File: src/rtl/hazard_scoreboard_pkg.sv
// Shared types and helpers for the decode-stage hazard scoreboard.
// The slot entry tracks one in-flight instruction between decode and writeback.
package hazard_scoreboard_pkg;

    localparam int unsigned SB_REG_AW = 5;
    localparam int unsigned SB_TW     = 3;
    localparam int unsigned FWD_RF    = 0;

    typedef struct packed {
        logic                 v;
        logic [SB_REG_AW-1:0] dst;
        logic                 we;
        logic [SB_TW-1:0]     tnew;
        logic                 c0w;
        logic                 md;
    } slot_t;

    function automatic int unsigned fsw_width(input int unsigned stages);
        return $clog2(stages + 1);
    endfunction

endpackage

File: src/rtl/md_busy_counter.sv
// Multiply/divide busy counter: loads a latency, counts down to zero.
// Freezes entirely while hold is high.
module md_busy_counter #(
    parameter int unsigned CW = 4
) (
    input  logic          clk,
    input  logic          reset,
    input  logic          hold,
    input  logic          load,
    input  logic [CW-1:0] load_val,
    output logic          busy
);

    logic [CW-1:0] cnt_q, cnt_d;

    always_comb begin
        cnt_d = cnt_q;
        if (!hold) begin
            if (load) begin
                cnt_d = load_val;
            end else if (cnt_q != '0) begin
                cnt_d = cnt_q - CW'(1);
            end
        end
    end

    always_ff @(posedge clk) begin
        if (reset) begin
            cnt_q <= '0;
        end else begin
            cnt_q <= cnt_d;
        end
    end

    assign busy = (cnt_q != '0);

endmodule

File: src/rtl/hazard_scoreboard.sv
// Decode-stage hazard scoreboard: shift-register of in-flight slots producing
// stall and per-source forward selects, plus MDU and CP0/ERET interlocks.
module hazard_scoreboard
    import hazard_scoreboard_pkg::*;
#(
    parameter int unsigned NUM_SRC = 2,
    parameter int unsigned STAGES  = 3,
    parameter int unsigned REG_AW  = SB_REG_AW,
    parameter int unsigned TW      = SB_TW,
    parameter int unsigned MUL_LAT = 5,
    parameter int unsigned DIV_LAT = 10,
    parameter int unsigned FSW     = fsw_width(STAGES)
) (
    input  logic                      clk,
    input  logic                      reset,
    input  logic                      hold,
    input  logic                      flush,
    input  logic                      id_valid,
    input  logic [NUM_SRC*REG_AW-1:0] id_src_addr,
    input  logic [NUM_SRC*TW-1:0]     id_src_tuse,
    input  logic [REG_AW-1:0]         id_dst_addr,
    input  logic                      id_regwrite,
    input  logic [TW-1:0]             id_tnew,
    input  logic                      id_md_start,
    input  logic                      id_md_div,
    input  logic                      id_md_use,
    input  logic                      id_c0_write,
    input  logic                      id_eret,
    output logic                      stall,
    output logic [NUM_SRC*FSW-1:0]    fwd_sel,
    output logic                      md_busy
);

    localparam int unsigned MAX_LAT = (MUL_LAT > DIV_LAT) ? MUL_LAT : DIV_LAT;
    localparam int unsigned CW      = $clog2(MAX_LAT + 1);

    slot_t slot_q [STAGES];
    slot_t slot_d [STAGES];

    logic [NUM_SRC*STAGES-1:0] match_flat;
    logic [NUM_SRC*FSW-1:0]    fwd_sel_c;
    logic                      data_stall;
    logic                      md_stall;
    logic                      cp0_stall;
    logic                      stall_int;
    logic                      md_busy_int;
    logic                      md_load;
    logic [CW-1:0]             md_load_val;
    logic                      any_c0w;

    // One comparator per (source, slot); register 0 never matches.
    for (genvar gi = 0; gi < NUM_SRC; gi++) begin : g_src
        for (genvar gk = 0; gk < STAGES; gk++) begin : g_slot
            assign match_flat[gi*STAGES+gk] =
                slot_q[gk].v && slot_q[gk].we &&
                (slot_q[gk].dst == id_src_addr[gi*REG_AW +: REG_AW]) &&
                (id_src_addr[gi*REG_AW +: REG_AW] != '0);
        end
    end

    // Lowest matching slot index is the youngest producer and wins.
    always_comb begin
        logic found;
        data_stall = 1'b0;
        fwd_sel_c  = '0;
        for (int unsigned i = 0; i < NUM_SRC; i++) begin
            found = 1'b0;
            fwd_sel_c[i*FSW +: FSW] = FSW'(FWD_RF);
            for (int unsigned k = 0; k < STAGES; k++) begin
                if (!found && match_flat[i*STAGES+k]) begin
                    found = 1'b1;
                    if (slot_q[k].tnew == '0) begin
                        fwd_sel_c[i*FSW +: FSW] = FSW'(k + 1);
                    end
                    if (slot_q[k].tnew > id_src_tuse[i*TW +: TW]) begin
                        data_stall = id_valid;
                    end
                end
            end
        end
    end

    always_comb begin
        any_c0w = 1'b0;
        for (int unsigned k = 0; k < STAGES; k++) begin
            if (slot_q[k].v && slot_q[k].c0w) begin
                any_c0w = 1'b1;
            end
        end
    end

    assign md_stall  = id_valid && (id_md_use || id_md_start) &&
                       (md_busy_int || (slot_q[0].v && slot_q[0].md));
    assign cp0_stall = id_valid && id_eret && any_c0w;
    assign stall_int = data_stall || md_stall || cp0_stall;

    always_comb begin
        for (int unsigned k = 0; k < STAGES; k++) begin
            slot_d[k] = slot_q[k];
        end
        if (!hold) begin
            slot_d[0] = '0;
            if (id_valid && !stall_int) begin
                slot_d[0].v    = 1'b1;
                slot_d[0].dst  = id_dst_addr;
                slot_d[0].we   = id_regwrite;
                slot_d[0].tnew = id_tnew;
                slot_d[0].c0w  = id_c0_write;
                slot_d[0].md   = id_md_start;
            end
            for (int unsigned k = 1; k < STAGES; k++) begin
                slot_d[k] = slot_q[k-1];
                if (slot_q[k-1].tnew != '0) begin
                    slot_d[k].tnew = slot_q[k-1].tnew - TW'(1);
                end
            end
            if (flush) begin
                for (int unsigned k = 0; k < STAGES; k++) begin
                    slot_d[k].v = 1'b0;
                end
            end
        end
    end

    always_ff @(posedge clk) begin
        if (reset) begin
            for (int unsigned k = 0; k < STAGES; k++) begin
                slot_q[k] <= '0;
            end
        end else begin
            for (int unsigned k = 0; k < STAGES; k++) begin
                slot_q[k] <= slot_d[k];
            end
        end
    end

    // The counter ignores flush: an issued mul/div always runs to completion.
    assign md_load     = id_valid && id_md_start && !stall_int && !hold;
    assign md_load_val = id_md_div ? CW'(DIV_LAT) : CW'(MUL_LAT);

    md_busy_counter #(
        .CW (CW)
    ) u_md_busy_counter (
        .clk      (clk),
        .reset    (reset),
        .hold     (hold),
        .load     (md_load),
        .load_val (md_load_val),
        .busy     (md_busy_int)
    );

    assign stall   = reset ? 1'b0 : stall_int;
    assign fwd_sel = reset ? '0   : fwd_sel_c;
    assign md_busy = reset ? 1'b0 : md_busy_int;

endmodule

File: config.mk
export PLATFORM = sky130hd
export DESIGN_NAME = hazard_scoreboard
export DESIGN_NICKNAME = d
export VERILOG_FILES = /design/src/rtl/hazard_scoreboard_pkg.sv /design/src/rtl/md_busy_counter.sv /design/src/rtl/hazard_scoreboard.sv
export SDC_FILE = /design/constraint.sdc
export NUM_CORES = 1
export LEC_CHECK = 0
export ABC_AREA = 1
export CORE_MARGIN = 4
export CORE_UTILIZATION = 49
export CTS_BUF_LIST = sky130_fd_sc_hd__clkbuf_4 sky130_fd_sc_hd__clkbuf_8 sky130_fd_sc_hd__clkbuf_16
export DETAILED_ROUTE_END_ITERATION = 16
export PLACE_DENSITY = 0.8
export SYNTH_ARGS = -nofsm -noshare
export SYNTH_HDL_FRONTEND = slang
export SYNTH_SLANG_ARGS = --single-unit
File: constraint.sdc
create_clock -name clk -period 2.14 [get_ports clk]
set_clock_uncertainty 0.05 [all_clocks]
set_input_delay 0.321 -clock clk [delete_from_list [all_inputs] [get_ports clk]]
set_output_delay 0.321 -clock clk [all_outputs]
set_load 0.01 [all_outputs]
==> qor.txt, run 1 <==
OUTCOME
----------------------------------------------------------------------------------------------------
Run status                                                                              finished with violations
Violated checks                                                                         setup timing

WORST SETUP PATH
----------------------------------------------------------------------------------------------------
CP Data Arrival Time                                                                         1.99 ns
Highest-delay cell along the critical path                                                   dfxtp_4
Family with the most delay on the worst path                                            simple AND/OR/NAND/NOR gates
Critical Path, Cell by Cell                                                             ha_4, nand2_4, or2_4, a22oi_2, nand4_1, nand2_2, nor2_4, nor3_2, buf_2
Slowest stage delay, CP                                                                      0.38 ns
Endpoint of the worst register-to-register path                                         slot_q[0][8]$_SDFFE_PP0N_
Type of destination of the critical path                                                  output pin
Worst reg-to-reg path cell count                                                                  14
Data required, critical path                                                                 1.77 ns
Highest fanout seen on the critical path                                                           3
Number of buffer and inverter stages on the critical path                                          1
Kind of start point of the critical path                                                   flip-flop
Reg2Reg Setup Slack                                                                         -0.16 ns
Kind of critical path                                                                        reg2out
R2r startpoint                                                                          slot_q[0][20]$_SDFFE_PP0N_

WORST HOLD PATH
----------------------------------------------------------------------------------------------------
HP Start                                                                                slot_q[0][0]$_SDFFE_PP0N_
End point of the most critical hold path                                                slot_q[0][0]$_SDFFE_PP0N_
Path class of the lowest-slack min-delay path                                                reg2reg
Hold path depth                                                                                    2

YOSYS
----------------------------------------------------------------------------------------------------
Net Count, Synth                                                                                 539
Sequential-to-total area share from yosys stat                                                 25.9%
Syn Std Cell Area                                                                           2930 um2
Synthesized netlist cell count                                                                   481
Top cell type's share of synthesized area                                                      25.9%
Area share of fa/ha/maj cells after synthesis                                                  9.81%
Count of flip-flops with a built-in enable after synthesis                                         0
Proportion of synthesized flip-flops having asynchronous set or reset                             0%
Fraction of the mapped netlist area in simple logic gates                                      37.8%
Most common cell in the synthesized netlist                                                  nand2_1
Cell variety after synth                                                                          31
Top_reg_cell synth                                                                           dfxtp_1
Number of register bits inferred by synthesis                                                     38
Post-synthesis xor/xnor area fraction                                                          2.99%
Largest family of logic cells by synthesized area                                       simple AND/OR/NAND/NOR gates
Top cells by instance count after synthesis                                             141 x nand2_1, 57 x inv_1, 53 x nor2_1
Post-synthesis compound-gate area fraction                                                     12.8%
Cell type with the highest aggregate area in the netlist                                     dfxtp_1
Total of warnings raised by yosys                                                                  0
Mux cell area share after synthesis                                                               0%
Avg Synthesized Cell Area                                                                   6.10 um2
Synth area leaders                                                                      dfxtp_1 26%, nand2_1 18%, ha_1 9.8%

ROUTING
----------------------------------------------------------------------------------------------------
Via count                                                                                      3,877
Via-to-Cell Ratio                                                                               5.72
First-pass DRT Iterations                                                                          8
Final WL                                                                                     11.6 mm
Detail Route Antenna Nets                                                                          0
DRC violations left                                                                                0
Wire per inst                                                                                17.1 um
Number of design-rule violations left by the first detailed-router iteration                     464

FLOORPLANNING
----------------------------------------------------------------------------------------------------
Area of the core                                                                            5640 um2
Initial Utilization                                                                            52.0%
Number of core rows                                                                               27
Die extent in x                                                                              85.4 um
Total I/O pin count                                                                               41
DIE HEIGHT                                                                                   85.4 um
Total Die Area                                                                              7290 um2

CLOCKING
----------------------------------------------------------------------------------------------------
Number of levels the H-tree was split into                                                         2
Clk root buf                                                                                clkbuf_8
CTS sink cnt                                                                                      38
Clock Latency Late Sink                                                                      0.31 ns
Clock-pin slew reported for the worst setup and hold paths after clock tree synthesis        0.08 ns
Number of buffers on the longest clock path                                                        2
Number of buffers added to fix hold violations after cts                                           0
TritonCTS clock tree                                                                           built
Clock buffers created by TritonCTS                                                                 5

TIMING
----------------------------------------------------------------------------------------------------
Tmin final                                                                                   2.36 ns
Total of endpoints with negative setup slack in the final report                                  20
Final worst path period share                                                                   110%
Unrepaired setup endpoints after global routing                                                 true
Final number of max-transition violations                                                          0
Timing-limited maximum frequency                                                           0.423 GHz
Max-Slew Margin vs Limit                                                                       61.1%
Measured slew at the worst slew-check pin                                                   0.582 ns
Total negative setup slack                                                                  -2.35 ns
Smallest setup slack after layout                                                          -0.224 ns
Final-report hold violation count                                                                  0

POWER
----------------------------------------------------------------------------------------------------
Leakage power of the design                                                                  2.18 nW
Pwr dens                                                                                  715 nW/um2
VDD IR max                                                                                  0.794 mV

GLOBAL ROUTING
----------------------------------------------------------------------------------------------------
Number of antenna violations at the first check in global routing                                  0
Via count of the first global-routing pass                                                     3,547
Largest net degree at the start of global routing                                                 28
Overall fraction of global-route tracks in use                                                 27.8%
First-pass GRT wire length                                                                   16.3 mm
GRT Residual Overflow                                                                              0

FINAL LAYOUT
----------------------------------------------------------------------------------------------------
Diode insertion count for antenna repair                                                           0
FILL cells                                                                                       325
Fin cells                                                                                        678
Nets@finish                                                                                      663
Share of cells above drive strength 1                                                          40.8%
Layout area overhead                                                                           59.6%

PLACED DESIGN
----------------------------------------------------------------------------------------------------
Post-Place Cells                                                                                 662
DPL Wire Length                                                                              6.92 mm
Number of port buffers                                                                            40
Final estimated routing congestion in global placement                                         0.899

FLOW RUN
----------------------------------------------------------------------------------------------------
Maximum Capacitance Violations                                                                     0

routing by layer:
layer	track usage (%)	vias up	part of all wire, %
li1	-	1784	-
met3	6.60	71	9.1
met5	0	-	0
met1	32.8	1787	37
met4	9.21	0	4.8
met2	49.2	235	49
flip-flops by register name, indices dropped and copies added (netlist names):
register,cells
slot_q,34
u_md_busy_counter.cnt_q,4
worst reg2reg max path, cell delays in order (launching register included):
cell and delay, ns:
dfxtp_4 0.37, buf_4 0.15, xnor2_2 0.18, nand2_1 0.10, nor2_1 0.12, nand2_1 0.11, nand4_1 0.12, nand2_2 0.08
buf_4 0.14, buf_4 0.13, buf_4 0.13, nor3_4 0.19, buf_12 0.17, nand3_2 0.08, a21oi_2 0.12
power breakdown:
| group | internal [mW] | switching [mW] |
|---|---|---|
| Sequential | 0.796 | 0.0825 |
| Clock | 0.468 | 0.306 |
| Combinational | 0.800 | 0.895 |
metrics by stage:
| step | power, mW | worst slack [ns] | utilization (%) | hold slack (ns) | area (um2) |
|---|---|---|---|---|---|
| after floorplan | 1.55 | 0.0660 | - | 0.392 | 2930 |
| after global placement | 2.10 | -0.898 | 70.8 | 0.402 | 3990 |
| after detailed placement | 2.16 | -0.949 | 70.8 | 0.409 | 3990 |
| after CTS | 3.10 | -0.232 | 78.2 | 0.420 | 4410 |
| after global routing | 3.52 | -0.328 | 83.0 | 0.462 | 4680 |
| final | 3.35 | -0.224 | 83.0 | 0.436 | 4680 |
worst max-delay path by stage:
stage,from,endpoint,slack [ns],cells past startpoint
6_report,slot_q[0][28]$_SDFFE_PP0N_,stall,-0.22,9
5_1_grt,slot_q[0][28]$_SDFFE_PP0N_,stall,-0.33,9
4_1_cts,slot_q[0][4]$_SDFFE_PP0N_,stall,-0.23,11
3_5_place_dp,id_src_tuse[5],stall,-0.95,13
3_3_place_gp,id_src_tuse[5],stall,-0.90,13
2_1_floorplan,id_src_tuse[5],stall,0.07,11
placed cells by master, fill, tap and decap left out, drive strengths merged:
cell type      netlist  layout
a211oi               2       2
a21oi               42      42
a22oi                1       1
a31oi                2       2
and2                 1       1
buf                  3      94
bufinv               0       2
clkbuf               9      11
clkdlybuf4s15        0       3
clkdlybuf4s50        0      18
clkinv               0       1
dfxtp               38      38
dlygate4sd2          0       8
ha                  23      23
inv                 70      70
nand2              147     147
nand3               35      35
nand3b               1       1
nand4                8       8
nor2                57      57
nor3                 3       3
o21a                 1       1
o21ai               24      24
or2                  4       4
xnor2                7       7
xor2                 3       3
layout make-up:
type	count	area, um2	area share, %
flip-flops and latches	38	810	17.3
repair buffers	129	1070	22.8
inverters	70	265	5.67
clock buffers	5	68.8	1.47
clock inverters	3	68.8	1.47
well taps	72	90.1	1.92
multi-input cells	361	2310	49.4
logic make-up (layout without fill, tap and decap cells):
family                   count (synthesis)  count (layout)
AND/OR/NAND/NOR                        256             256
buffers and inverters                   82             207
AO/OA/AOI/OAI                           72              72
flip-flops                              38              38
adder cells (fa/ha/maj)                 23              23
XOR/XNOR                                10              10
repair_timing:
action                     CTS  global route
setup buffers                5             3
gates resized for setup    107            93
gates cloned                 0             0
pin swaps                   31            38
setup endpoints to repair   22            21
No activity file was read; power rests on OpenSTA's default activity.
==> inputs of run 2 (changes only) <==
--- a/config.mk
+++ b/config.mk
@@ -6,11 +6,12 @@
 export NUM_CORES = 1
 export LEC_CHECK = 0
 export ABC_AREA = 1
-export CORE_MARGIN = 4
+export CORE_MARGIN = 8
 export CORE_UTILIZATION = 49
 export CTS_BUF_LIST = sky130_fd_sc_hd__clkbuf_4 sky130_fd_sc_hd__clkbuf_8 sky130_fd_sc_hd__clkbuf_16
 export DETAILED_ROUTE_END_ITERATION = 16
-export PLACE_DENSITY = 0.8
+export MAX_ROUTING_LAYER = met4
+export PLACE_DENSITY = 0.73
 export SYNTH_ARGS = -nofsm -noshare
 export SYNTH_HDL_FRONTEND = slang
 export SYNTH_SLANG_ARGS = --single-unit
==> run 2 against run 1 <==
The flow still finishes with violations (setup timing). Register-to-register slack improved by 0.12 ns. Global-route usage down 5.5 points. Non-clock buffer count shrank 2. Maximum frequency decreased by 0.84%. Largest cell class unchanged. Largest power group unchanged.
==> qor.txt, run 2 (same netlist as run 1, synthesis figures left out) <==
OUTCOME
----------------------------------------------------------------------------------------------------
Violated checks                                                                         setup timing   unchanged
Run status                                                                              finished with violations   unchanged

FINAL LAYOUT
----------------------------------------------------------------------------------------------------
Share of cells above drive strength 1                                                          37.7%   was 40.8%
Most common library cell in the layout ignoring fill and taps                                nand2_1   unchanged
Diode insertion count for antenna repair                                                           0   unchanged
Nets@finish                                                                                      661   was 663
Layout area overhead                                                                           56.7%   was 59.6%
Commonest cells after routing, fill and taps aside                                      133 x nand2_1, 75 x buf_4, 47 x inv_1   was 126 x nand2_1, 75 x buf_4, 45 x inv_1
FILL cells                                                                                       430   was 325
Top flop regs                                                                           slot_q: 34 flops, u_md_busy_counter.cnt_q: 4 flops   unchanged
Post-layout utilization of the core                                                            78.5%   was 83.0%
Total area of multi-input combinational cells                                               2270 um2   was 2310 um2
Fin cells                                                                                        679   was 678
Number of flip-flops in the largest register                                                      34   unchanged
Register area                                                                                802 um2   was 810 um2
Top register by number of flip-flops                                                          slot_q   unchanged

GLOBAL ROUTING
----------------------------------------------------------------------------------------------------
GRT Residual Overflow                                                                              0   unchanged
Largest net degree at the start of global routing                                                 36   was 28
Number of antenna violations at the first check in global routing                                  0   unchanged
First-pass GRT wire length                                                                   15.4 mm   was 16.3 mm
Overall fraction of global-route tracks in use                                                 22.3%   was 27.8%
Via count of the first global-routing pass                                                     3,404   was 3,547

FLOORPLANNING
----------------------------------------------------------------------------------------------------
Total Die Area                                                                              8720 um2   was 7290 um2
Die extent in x                                                                              93.4 um   was 85.4 um
DIE HEIGHT                                                                                   93.4 um   was 85.4 um
Initial Utilization                                                                            50.1%   was 52.0%
Number of core rows                                                                               28   was 27
Total I/O pin count                                                                               41   unchanged
Area of the core                                                                            5850 um2   was 5640 um2

ROUTING
----------------------------------------------------------------------------------------------------
Via-to-Cell Ratio                                                                               5.16   was 5.72
Top routing layer in use                                                                        met4   unchanged
Routed length on met2                                                                        4.36 mm   was 5.65 mm
Detail Route Antenna Nets                                                                          0   unchanged
Number of design-rule violations left by the first detailed-router iteration                     183   was 464
DRC violations left                                                                                0   unchanged
Via count                                                                                      3,506   was 3,877
Met3 routed WL                                                                                559 um   was 1.06 mm
Final WL                                                                                     9.46 mm   was 11.6 mm
Wire length on met1                                                                          4.34 mm   was 4.33 mm
Wire per inst                                                                                13.9 um   was 17.1 um
First-pass DRT Iterations                                                                          6   was 8

TIMING
----------------------------------------------------------------------------------------------------
Total of endpoints with negative setup slack in the final report                                   5   was 20
Measured slew at the worst slew-check pin                                                   0.564 ns   was 0.582 ns
Final worst path period share                                                                   111%   was 110%
Final-report hold violation count                                                                  0   unchanged
Timing-limited maximum frequency                                                           0.419 GHz   was 0.423 GHz
Smallest setup slack after layout                                                          -0.244 ns   was -0.224 ns
Final number of max-transition violations                                                          0   unchanged
Max-Slew Margin vs Limit                                                                       62.4%   was 61.1%
Unrepaired setup endpoints after global routing                                                 true   unchanged
Total negative setup slack                                                                 -0.349 ns   was -2.35 ns
Tmin final                                                                                   2.38 ns   was 2.36 ns

PLACED DESIGN
----------------------------------------------------------------------------------------------------
Post-Place Cells                                                                                 660   was 662
DPL Wire Length                                                                              6.64 mm   was 6.92 mm
Final estimated routing congestion in global placement                                         0.918   was 0.899
Number of port buffers                                                                            40   unchanged

CLOCKING
----------------------------------------------------------------------------------------------------
CTS sink cnt                                                                                      38   unchanged
Number of buffers added to fix hold violations after cts                                           0   unchanged
Clock-pin slew reported for the worst setup and hold paths after clock tree synthesis        0.08 ns   about the same
Clock buffers created by TritonCTS                                                                 5   unchanged
Clock Latency Late Sink                                                                      0.30 ns   was 0.31 ns
Clk root buf                                                                                clkbuf_8   unchanged
Number of levels the H-tree was split into                                                         2   unchanged
Number of buffers on the longest clock path                                                        2   unchanged
TritonCTS clock tree                                                                           built   unchanged

POWER
----------------------------------------------------------------------------------------------------
Flop pwr share                                                                                 27.4%   was 26.2%
Net Sw Power                                                                                 1.20 mW   was 1.28 mW
Pwr dens                                                                                  692 nW/um2   was 715 nW/um2
Int Pwr                                                                                      1.98 mW   was 2.06 mW
Leakage power of the design                                                                  2.11 nW   was 2.18 nW
VDD IR max                                                                                  0.664 mV   was 0.794 mV
Comb pwr share                                                                                 52.5%   was 50.6%
Power share of the clock group                                                                 20.1%   was 23.1%
Switching power share of the total                                                             37.7%   was 38.3%

WORST SETUP PATH
----------------------------------------------------------------------------------------------------
Kind of critical path                                                                        reg2out   unchanged
Highest fanout seen on the critical path                                                           4   was 3
Critical Path, Cell by Cell                                                             inv_1, nand2_1, nand2_1, nor2_1, nand2_1, nor2_1, nand3_2, nand2_2, inv_2, nand2_4, nor2_4, nor3_2, buf_2   was ha_4, nand2_4, or2_4, a22oi_2, nand4_1, nand2_2, nor2_4, nor3_2, buf_2
Most frequent cell on the critical path                                                      nand2_1
Data required, critical path                                                                 1.77 ns   about the same
Highest-delay cell along the critical path                                                   dfxtp_1   was dfxtp_4
Type of destination of the critical path                                                  output pin   unchanged
Slowest stage delay, CP                                                                      0.41 ns   was 0.38 ns
CP Data Arrival Time                                                                         2.01 ns   was 1.99 ns
Kind of start point of the critical path                                                   flip-flop   unchanged

WORST HOLD PATH
----------------------------------------------------------------------------------------------------
Path class of the lowest-slack min-delay path                                                reg2reg   unchanged

FLOW RUN
----------------------------------------------------------------------------------------------------
Maximum Capacitance Violations                                                                     0   unchanged

## run 2: cell count changes in the layout (fill, tap and decap cells not counted), moves of 4 or more
| cell | before | now |
|---|---|---|
| a21oi_2 | 10 | 15 |
| dfxtp_1 | 15 | 19 |
| nand2_1 | 126 | 133 |
| nand2_2 | 18 | 11 |
| nand3_4 | 0 | 5 |
| nor2_4 | 8 | 4 |
| xnor2_1 | 1 | 6 |
| xnor2_2 | 6 | 1 |
## run 2: final timing paths
check / to / cells after the start / from / slack [ns]
worst max register to register: u_md_busy_counter.cnt_q[0]$_SDFFE_PP0P_ / 14 / slot_q[0][28]$_SDFFE_PP0N_ / -0.04
worst min-delay path: slot_q[0][0]$_SDFFE_PP0N_ / 2 / slot_q[0][0]$_SDFFE_PP0N_ / 0.43
worst max-delay path: stall / 13 / slot_q[0][18]$_SDFFE_PP0N_ / -0.24
worst min register to register: slot_q[0][0]$_SDFFE_PP0N_ / 2 / slot_q[0][0]$_SDFFE_PP0N_ / 0.43
## run 2: repair_timing
action / 4_1_cts / 5_1_grt
pin swaps: 38 / 37
endpoints found under the setup margin: 22 / 19
gates resized for setup: 122 / 56
setup buffers: 8 / 8
cloned: 1 / 0
## run 2: critical path: cells and delay by family, from the launching register on
kind / cells / cell delay [ns]
buffers and inverters: 3 / 0.31
and+or+nand+nor: 10 / 0.99
DFF: 1 / 0.41
## run 2: power by group through the flow
stage | registers (mW) | clock network [mW] | logic, mW
2_1_floorplan | 0.860 | 0 | 0.692
3_3_place_gp | 0.866 | 0 | 1.23
3_5_place_dp | 0.867 | 0 | 1.25
4_1_cts | 0.864 | 0.649 | 1.50
5_1_grt | 0.879 | 0.680 | 1.83
6_report | 0.872 | 0.639 | 1.67
## run 2: layout make-up
cell class	count	area share [%]
Multi-Input combinational cell	361	49.3
Timing Repair Buffer	127	23.0
Sequential cell	38	17.5
Inverter	70	5.72
Tap cell	75	2.04
Clock buffer	5	1.50
Clock inverter	3	0.980
## run 2: metrics by stage
step	setup WS [ns]	instance area (um2)	hold WS (ns)	total power, mW
detailed placement	-0.958	3960	0.412	2.12
CTS	-0.249	4400	0.423	3.01
finish	-0.244	4590	0.426	3.18
global placement	-0.917	3960	0.409	2.09
global route	-0.360	4590	0.460	3.38
floorplan	0.0660	2930	0.392	1.55
## run 2: layer usage
layer	up-vias	global-route usage, %
met2	126	35.0
met4	0	7.11
li1	1774	-
met3	22	3.77
met5	-	-
met1	1584	28.4
